`config.mk`:
```
export PLATFORM = sky130hd
export DESIGN_NAME = nibble_serial_adder_ctrl
export DESIGN_NICKNAME = d
export VERILOG_FILES = /design/src/rtl/nibble_serial_adder_ctrl.sv
export SDC_FILE = /design/constraint.sdc
export NUM_CORES = 1
export LEC_CHECK = 0
export CAP_MARGIN = 10
export CORE_MARGIN = 1.5
export CORE_UTILIZATION = 44
export CTS_BUF_LIST = sky130_fd_sc_hd__clkbuf_2 sky130_fd_sc_hd__clkbuf_4 sky130_fd_sc_hd__clkbuf_8
export CTS_CLUSTER_SIZE = 12
export DETAILED_ROUTE_END_ITERATION = 10
export PLACE_DENSITY = 0.84
export SYNTH_ARGS = -nofsm -noshare
export SYNTH_HDL_FRONTEND = slang
export SYNTH_SLANG_ARGS = --single-unit
```
`constraint.sdc`:
```
create_clock -name clock -period 1.8 [get_ports clock]
set_clock_uncertainty 0.1 [all_clocks]
set_input_delay 0.36 -clock clock [delete_from_list [all_inputs] [get_ports clock]]
set_output_delay 0.36 -clock clock [all_outputs]
set_load 0.01 [all_outputs]
```
`src/rtl/nibble_serial_adder_ctrl.sv`:
```
// ---------------------------------------------------------------------------
// nibble_serial_adder_ctrl
//   Sequencer that lets a single external 4-bit ripple adder perform a
//   WIDTH-bit addition.
//
//   Operation:
//     - Accepts one operand pair (a, b, cin) on a valid/ready handshake.
//     - Sends the operands to the adder one nibble per cycle, LSB nibble
//       first.
//     - Chains each nibble's carry-out into the carry-in of the next nibble.
//     - Collects the nibble sums into a WIDTH-bit result.
//     - Presents the result on a valid/ready output handshake.
//
//   Ports:
//     clock, reset               clock; asynchronous active-high reset
//     io_in_valid / io_in_ready  operand handshake (ready only while idle)
//     io_in_a, io_in_b           WIDTH-bit operands, captured on accept
//     io_in_cin                  carry into the LSB nibble
//     io_add_A/B/Cin             current nibble pair and chained carry,
//                                sent to the adder
//     io_add_Sum/Cout            adder result; combinational, same cycle
//     io_out_valid/io_out_ready  result handshake
//     io_out_sum, io_out_cout    result register and final carry register
//
//   WIDTH must be a multiple of 4 and at least 8.
//   One operation takes NIBBLES run cycles plus one result cycle.
// ---------------------------------------------------------------------------
module nibble_serial_adder_ctrl #(
  parameter int WIDTH = 16
) (
  input  logic             clock,
  input  logic             reset,
  input  logic             io_in_valid,
  output logic             io_in_ready,
  input  logic [WIDTH-1:0] io_in_a,
  input  logic [WIDTH-1:0] io_in_b,
  input  logic             io_in_cin,
  output logic [3:0]       io_add_A,
  output logic [3:0]       io_add_B,
  output logic             io_add_Cin,
  input  logic [3:0]       io_add_Sum,
  input  logic             io_add_Cout,
  output logic             io_out_valid,
  input  logic             io_out_ready,
  output logic [WIDTH-1:0] io_out_sum,
  output logic             io_out_cout
);

  localparam int NIBBLES = WIDTH / 4;
  localparam int IDX_W   = $clog2(NIBBLES);

  typedef enum logic [1:0] {
    S_IDLE = 2'd0,
    S_RUN  = 2'd1,
    S_DONE = 2'd2
  } state_t;

  state_t                    r_state;
  state_t                    w_state_nxt;
  logic [IDX_W-1:0]          r_idx;
  logic [WIDTH-1:0]          r_a_q;
  logic [WIDTH-1:0]          r_b_q;
  logic [WIDTH-1:0]          r_sum_q;
  logic                      r_carry_q;

  // Nibble views of the operand registers, so the adder inputs are a
  // plain mux selected by the nibble index.
  logic [NIBBLES-1:0][3:0]   w_a_nib;
  logic [NIBBLES-1:0][3:0]   w_b_nib;
  logic                      w_last;
  logic                      w_accept;
  logic                      w_run;

  assign w_a_nib  = r_a_q;
  assign w_b_nib  = r_b_q;
  assign w_last   = (r_idx == IDX_W'(NIBBLES - 1));
  assign w_run    = (r_state == S_RUN);
  assign w_accept = io_in_valid && (r_state == S_IDLE);

  // The result outputs come straight from registers. They keep their value
  // after the result is taken; only io_out_valid says when they are
  // meaningful.
  assign io_out_sum  = r_sum_q;
  assign io_out_cout = r_carry_q;

  // -------------------------------------------------------------------------
  // State register
  // -------------------------------------------------------------------------
  always_ff @(posedge clock or posedge reset) begin
    if (reset) begin
      r_state <= S_IDLE;
    end else begin
      r_state <= w_state_nxt;
    end
  end

  // -------------------------------------------------------------------------
  // Next state and handshake / adder outputs.
  // All outputs decode from registered state only, so no io_in_* or
  // io_out_ready input has a combinational path to an output.
  // -------------------------------------------------------------------------
  always_comb begin
    w_state_nxt  = r_state;
    io_in_ready  = 1'b0;
    io_out_valid = 1'b0;
    io_add_A     = 4'd0;
    io_add_B     = 4'd0;
    io_add_Cin   = 1'b0;
    unique case (r_state)
      S_IDLE: begin
        io_in_ready = 1'b1;
        if (io_in_valid) w_state_nxt = S_RUN;
      end
      S_RUN: begin
        io_add_A   = w_a_nib[r_idx];
        io_add_B   = w_b_nib[r_idx];
        io_add_Cin = r_carry_q;
        if (w_last) w_state_nxt = S_DONE;
      end
      S_DONE: begin
        io_out_valid = 1'b1;
        if (io_out_ready) w_state_nxt = S_IDLE;
      end
      default: w_state_nxt = S_IDLE;
    endcase
  end

  // -------------------------------------------------------------------------
  // Nibble index: counts 0..NIBBLES-1 during RUN, and wraps to 0 on the
  // last nibble so the next operation starts from a clean index.
  // -------------------------------------------------------------------------
  always_ff @(posedge clock or posedge reset) begin
    if (reset) begin
      r_idx <= '0;
    end else if (w_accept) begin
      r_idx <= '0;
    end else if (w_run) begin
      r_idx <= w_last ? '0 : r_idx + IDX_W'(1);
    end
  end

  // -------------------------------------------------------------------------
  // Operand registers.
  // Captured on accept, so the upstream side may change its inputs
  // immediately afterwards.
  // -------------------------------------------------------------------------
  always_ff @(posedge clock or posedge reset) begin
    if (reset) begin
      r_a_q <= '0;
      r_b_q <= '0;
    end else if (w_accept) begin
      r_a_q <= io_in_a;
      r_b_q <= io_in_b;
    end
  end

  // -------------------------------------------------------------------------
  // Carry register.
  // It holds io_in_cin at the start of an operation and then the
  // inter-nibble carry while running. After the last nibble it holds the
  // final carry-out, which is the io_out_cout result.
  // -------------------------------------------------------------------------
  always_ff @(posedge clock or posedge reset) begin
    if (reset) begin
      r_carry_q <= 1'b0;
    end else if (w_accept) begin
      r_carry_q <= io_in_cin;
    end else if (w_run) begin
      r_carry_q <= io_add_Cout;
    end
  end

  // -------------------------------------------------------------------------
  // Result assembly: each RUN cycle writes only the nibble selected by
  // the index.
  // -------------------------------------------------------------------------
  always_ff @(posedge clock or posedge reset) begin
    if (reset) begin
      r_sum_q <= '0;
    end else if (w_accept) begin
      r_sum_q <= '0;
    end else if (w_run) begin
      for (int i = 0; i < NIBBLES; i++) begin
        if (r_idx == IDX_W'(i)) r_sum_q[4*i +: 4] <= io_add_Sum;
      end
    end
  end

endmodule

```
Yosys cells after proc, flatten, opt, wreduce, memory -nomap -nowiden
Index checks and enable logic that the tools add are counted.
- register bits after elaboration: 53
- input port bits: 42
- output and inout port bits: 28
- $add $sub $neg: 1
- $lt $le $gt $ge: 1
- equality and inequality tests: 8
- mux-type cells: 24
- reduce and logical (&&, ||, !) cells: 13
- operators by type and width (operator ; number):
    16-bit 2-to-1 mux ; 2
    4-bit 2-to-1 mux ; 8
    4-bit binary-select mux with 2-bit select ; 2
    2-bit 2-to-1 mux ; 6
    2-bit nonzero test ; 5
    2-bit AND reduction ; 4
    2-bit == test, second input constant ; 3
    2-bit inequality test, second input constant ; 3
    2-bit one-hot mux with 3 select lines ; 1
    1-bit 2-to-1 mux ; 5
    2-bit by 1-bit == test with 1-bit output, second input constant ; 2
    2-bit zero test ; 2
    2-bit by 3-bit less-than comparator with 1-bit output, second input constant ; 1
    3-bit AND reduction ; 1
    2-bit by 1-bit adder with 2-bit output, second input constant ; 1
    1-bit logical AND ; 1

Longest topological paths before layout
- word-level depth: 4
- depth in mapped cells: 7
- depth with buffers taken out: 5

Least setup slack after synthesis
Ideal clock, no wire load.
- path kind: reg2reg
- from: register r_idx[1]
- to: register r_sum_q[4] (netlist: io_out_sum[4])
- arrival time: 1.488 ns
- data required time: 1.623 ns
- path slack: 0.134 ns
- cell stages (with the launch flop): 8
- period minus slack after synthesis: 1.666 ns
- cell sequence: dfrtp_1 buf_2 buf_2 inv_1 ha_1 nand3b_1 nand2_1 a21oi_1
- longest elaborated chain between the ends: 3
- ends and longest elaborated chain (what ; line ; source):
    start, declared ; 60 ; logic [IDX_W-1:0] r_idx;
    start signal, assigned ; 138 ; r_idx <= w_last ? '0 : r_idx + IDX_W'(1);
    2-bit by 1-bit == test with 1-bit output ; 184 ; if (r_idx == IDX_W'(i)) r_sum_q[4*i +: 4] <= io_add_Sum;
    2-bit nonzero test (no source line) ; n/a ;
    2-bit AND reduction (no source line) ; n/a ;
    end signal, assigned by index ; 184 ;
    end, declared ; 63 ; logic [WIDTH-1:0] r_sum_q;
No other way between the ends.
A chain may end at the register's enable or synchronous reset.

Final worst setup path
- from: register r_state[1]
- to: output port io_add_A[3]
- longest elaborated chain between the ends: 2
- ends and longest elaborated chain (what ; line ; source):
    start, declared ; 58 ; state_t r_state;
    start signal, assigned ; 93 ; r_state <= w_state_nxt;
    2-bit by 1-bit == test with 1-bit output ; 109 ; unique case (r_state)
    4-bit 2-to-1 mux ; 109 ;
    end, declared ; 38 ; output logic [3:0] io_add_A,
No other way between the ends.

==> results.txt <==
#FFs+latches synth: 53
vias in the first global route: 1994
final cell count without fillers: 366
reg2reg setup slack: 160 ps
failing checks: setup timing
M2 GR Usage: 33.98%
hold_buf cts: 0
Port-buffer cells: 69
gr ovfl total: 0
setup TNS: -1310 ps
Detailed Routing Iterations Pass 1: 4
die height: 76.76 um
post-route setup slack: -193.4 ps
status: finished with violations
drt drc: 0
DRT Wirelength: 5549 um
CP arrival: 1530 ps
CTS tree: yes
minimum clock period: 1993 ps
io pins: 70
sequential fraction of the synthesis area: 55.41%
syn_area_per_cell: 12.15 um^2
drt initial violations: 93
top cells by area, synth: dfrtp_1 55%, mux2_2 14%, mux2i_1 6.7%
Fillers: 363
Slew @ Worst Pin: 384.8 ps
share of post-route cells with drive strength above 1: 33.11%
VDD IR max: 0.0009002 V
detailed-route via count: 1886
post-placement setup slack: -238.8 ps
Worst R2R Path Depth: 4
most used routing layer: met2
post-synth cell types: 24
first-pass GRT wire length: 9473 um
antenna violations before repair: 0
Crit. End Element: output port
Tot GR Track Use: 20.14%
Final period util: 110.7%
type of the most critical hold path: in2async
# H-tree levels: 2
Post-DP HPWL: 3793 um
worst r2r src: r_state[1]
crit path kind: reg2out
P_leak: 1.547 nW
GP Congestion: 0.8389
RSZ-0062 raised after global routing: true
Final ANT Viol Nets: 0
CP max FO: 8
largest net degree at the start of global routing: 30
Rel. slew slack: 74.31%
row count: 26
Worst-Skew Late Latency: 300 ps
Core Region: 5172 um^2
Final Hold Vio Count: 0
max-cap violation count: 0
Reg clk slew, reported paths: 90 ps
initial core utilization: 46.27%
# placed instances: 343
slowest stage delay, CP: 420 ps
CTS Root Cell: clkbuf_8
final setup fails: 9
Synth Instances: 197
Most Frequent Cell on Critical Path: buf_6
GR Util met1: 25.80%
Syn Nets: 243
clock sink count: 53
via density per instance: 5.153
total CTS buffers: 5
pwr dens: 1781 nW/um^2
CP max stage cell: dfrtp_1
synthesized area: 2394 um^2
most common cell after layout, fill and taps aside: clkdlybuf4s50_1
Worst EP required: 1340 ps
Clock Path Buffers: 2
commonest non-fill, non-tap cells in the layout: 58 x clkdlybuf4s50_1, 53 x dfrtp_1, 30 x mux2_2, 19 x nand2_1, 19 x buf_4
Syn-to-layout area delta: 49.71%
Antenna diodes: 0
CP Cell Sequence: nor2b_4 -> nand2_2 -> buf_6 -> buf_6 -> o22ai_4 -> buf_2
M3 GR Usage: 4.762%
Yosys warnings: 0
Layout Nets: 342
Die W: 76.76 um
Crit Reg-Reg Endpoint: r_b_q[0]
die area: 5891 um^2
CP Launch Type: flip-flop
Peak Freq: 501.7 MHz
post-synth top area share: 55.41%
wire per inst: 15.16 um
Final Slew Violations: 0
Yosys top cell by area: dfrtp_1
-- timing repair --
action	in CTS	in global routing
cloned	1	0
resized for setup	61	11
setup endpoints to repair	11	10
pin swaps	7	2
buffers inserted	11	4
-- where the power goes --
part           switching, W  total, W  internal, W
clock network      0.000363  0.000684     0.000321
logic               0.00157   0.00358      0.00202
registers          0.000348   0.00212      0.00177
-- cell families (layout without fill, tap and decap cells) --
group                      after synthesis  count (layout)  synth area share [%]
and+or+nand+nor                         48              48                 10.14
DFF                                     53              53                 55.41
AOI/OAI and AO/OA                       30              30                 7.005
buffers and inverters                   14             113                 3.607
muxes                                   48              48                 21.75
adders and majority gates                4               4                 2.091
-- cell usage after synthesis --
cell type	instances
buf_2	6
mux2_2	30
nand2b_1	2
nor2_1	1
a22oi_1	1
dfrtp_1	53
o21bai_1	1
buf_6	3
nand3b_1	4
nor2b_1	1
o21ai_0	2
inv_1	4
mux2_1	2
or3_1	1
and2_1	1
mux2i_1	16
buf_4	1
o31ai_1	1
o22ai_1	8
nand3_1	16
nand2_1	21
nor3b_4	1
ha_1	4
a21oi_1	17
-- registers in the layout (all words and copies together), names as in the netlist --
register	flops
io_out_sum	16
r_a_q	16
r_b_q	16
r_idx	2
r_state	2
io_out_cout	1
-- critical path, delay by kind of cell, from the launching register on --
family / cells / cell delay, ps
buf+inv: 3 / 420
flops: 1 / 420
simple gates: 2 / 230
compound gates: 1 / 160
-- stage by stage --
step	hold slack [ps]	cell area (um^2)	util, %	power (W)
global placement	367.0	3266	63.14	0.004981
CTS	255.2	3508	67.83	0.006101
floorplan	357.4	2394	-	0.003771
global route	272.1	3583	69.28	0.006792
finish	250.0	3583	69.28	0.006383
detailed placement	377.7	3266	63.14	0.005074
-- per-layer routing --
layer / vias up / share of wire [%]
met5: - / 0
met4: 0 / 1.4
met3: 8 / 5.8
met2: 66 / 49
met1: 921 / 43
li1: 891 / -
-- worst max path at each step --
stage	from	endpoint	slack (ps)	depth (start not counted)
3_3_place_gp	r_state[1]	io_add_B[0]	-200	5
3_5_place_dp	r_state[1]	io_add_B[1]	-240	5
5_1_grt	r_state[1]	io_add_A[3]	-240	6
2_1_floorplan	reset	io_out_cout	50	1
6_report	r_state[1]	io_add_A[3]	-190	6
4_1_cts	r_state[1]	io_add_B[3]	-180	6
-- layout make-up --
class | instances | area [um^2] | area share (%)
multi-input combinational | 130 | 1084 | 30.24
inverter | 4 | 15.01 | 0.4190
sequential | 53 | 1326 | 37.01
clock buffer | 7 | 90.09 | 2.514
timing repair buffer | 102 | 980.9 | 27.37
tap | 70 | 87.58 | 2.444
(Power assumes the default switching activity.)
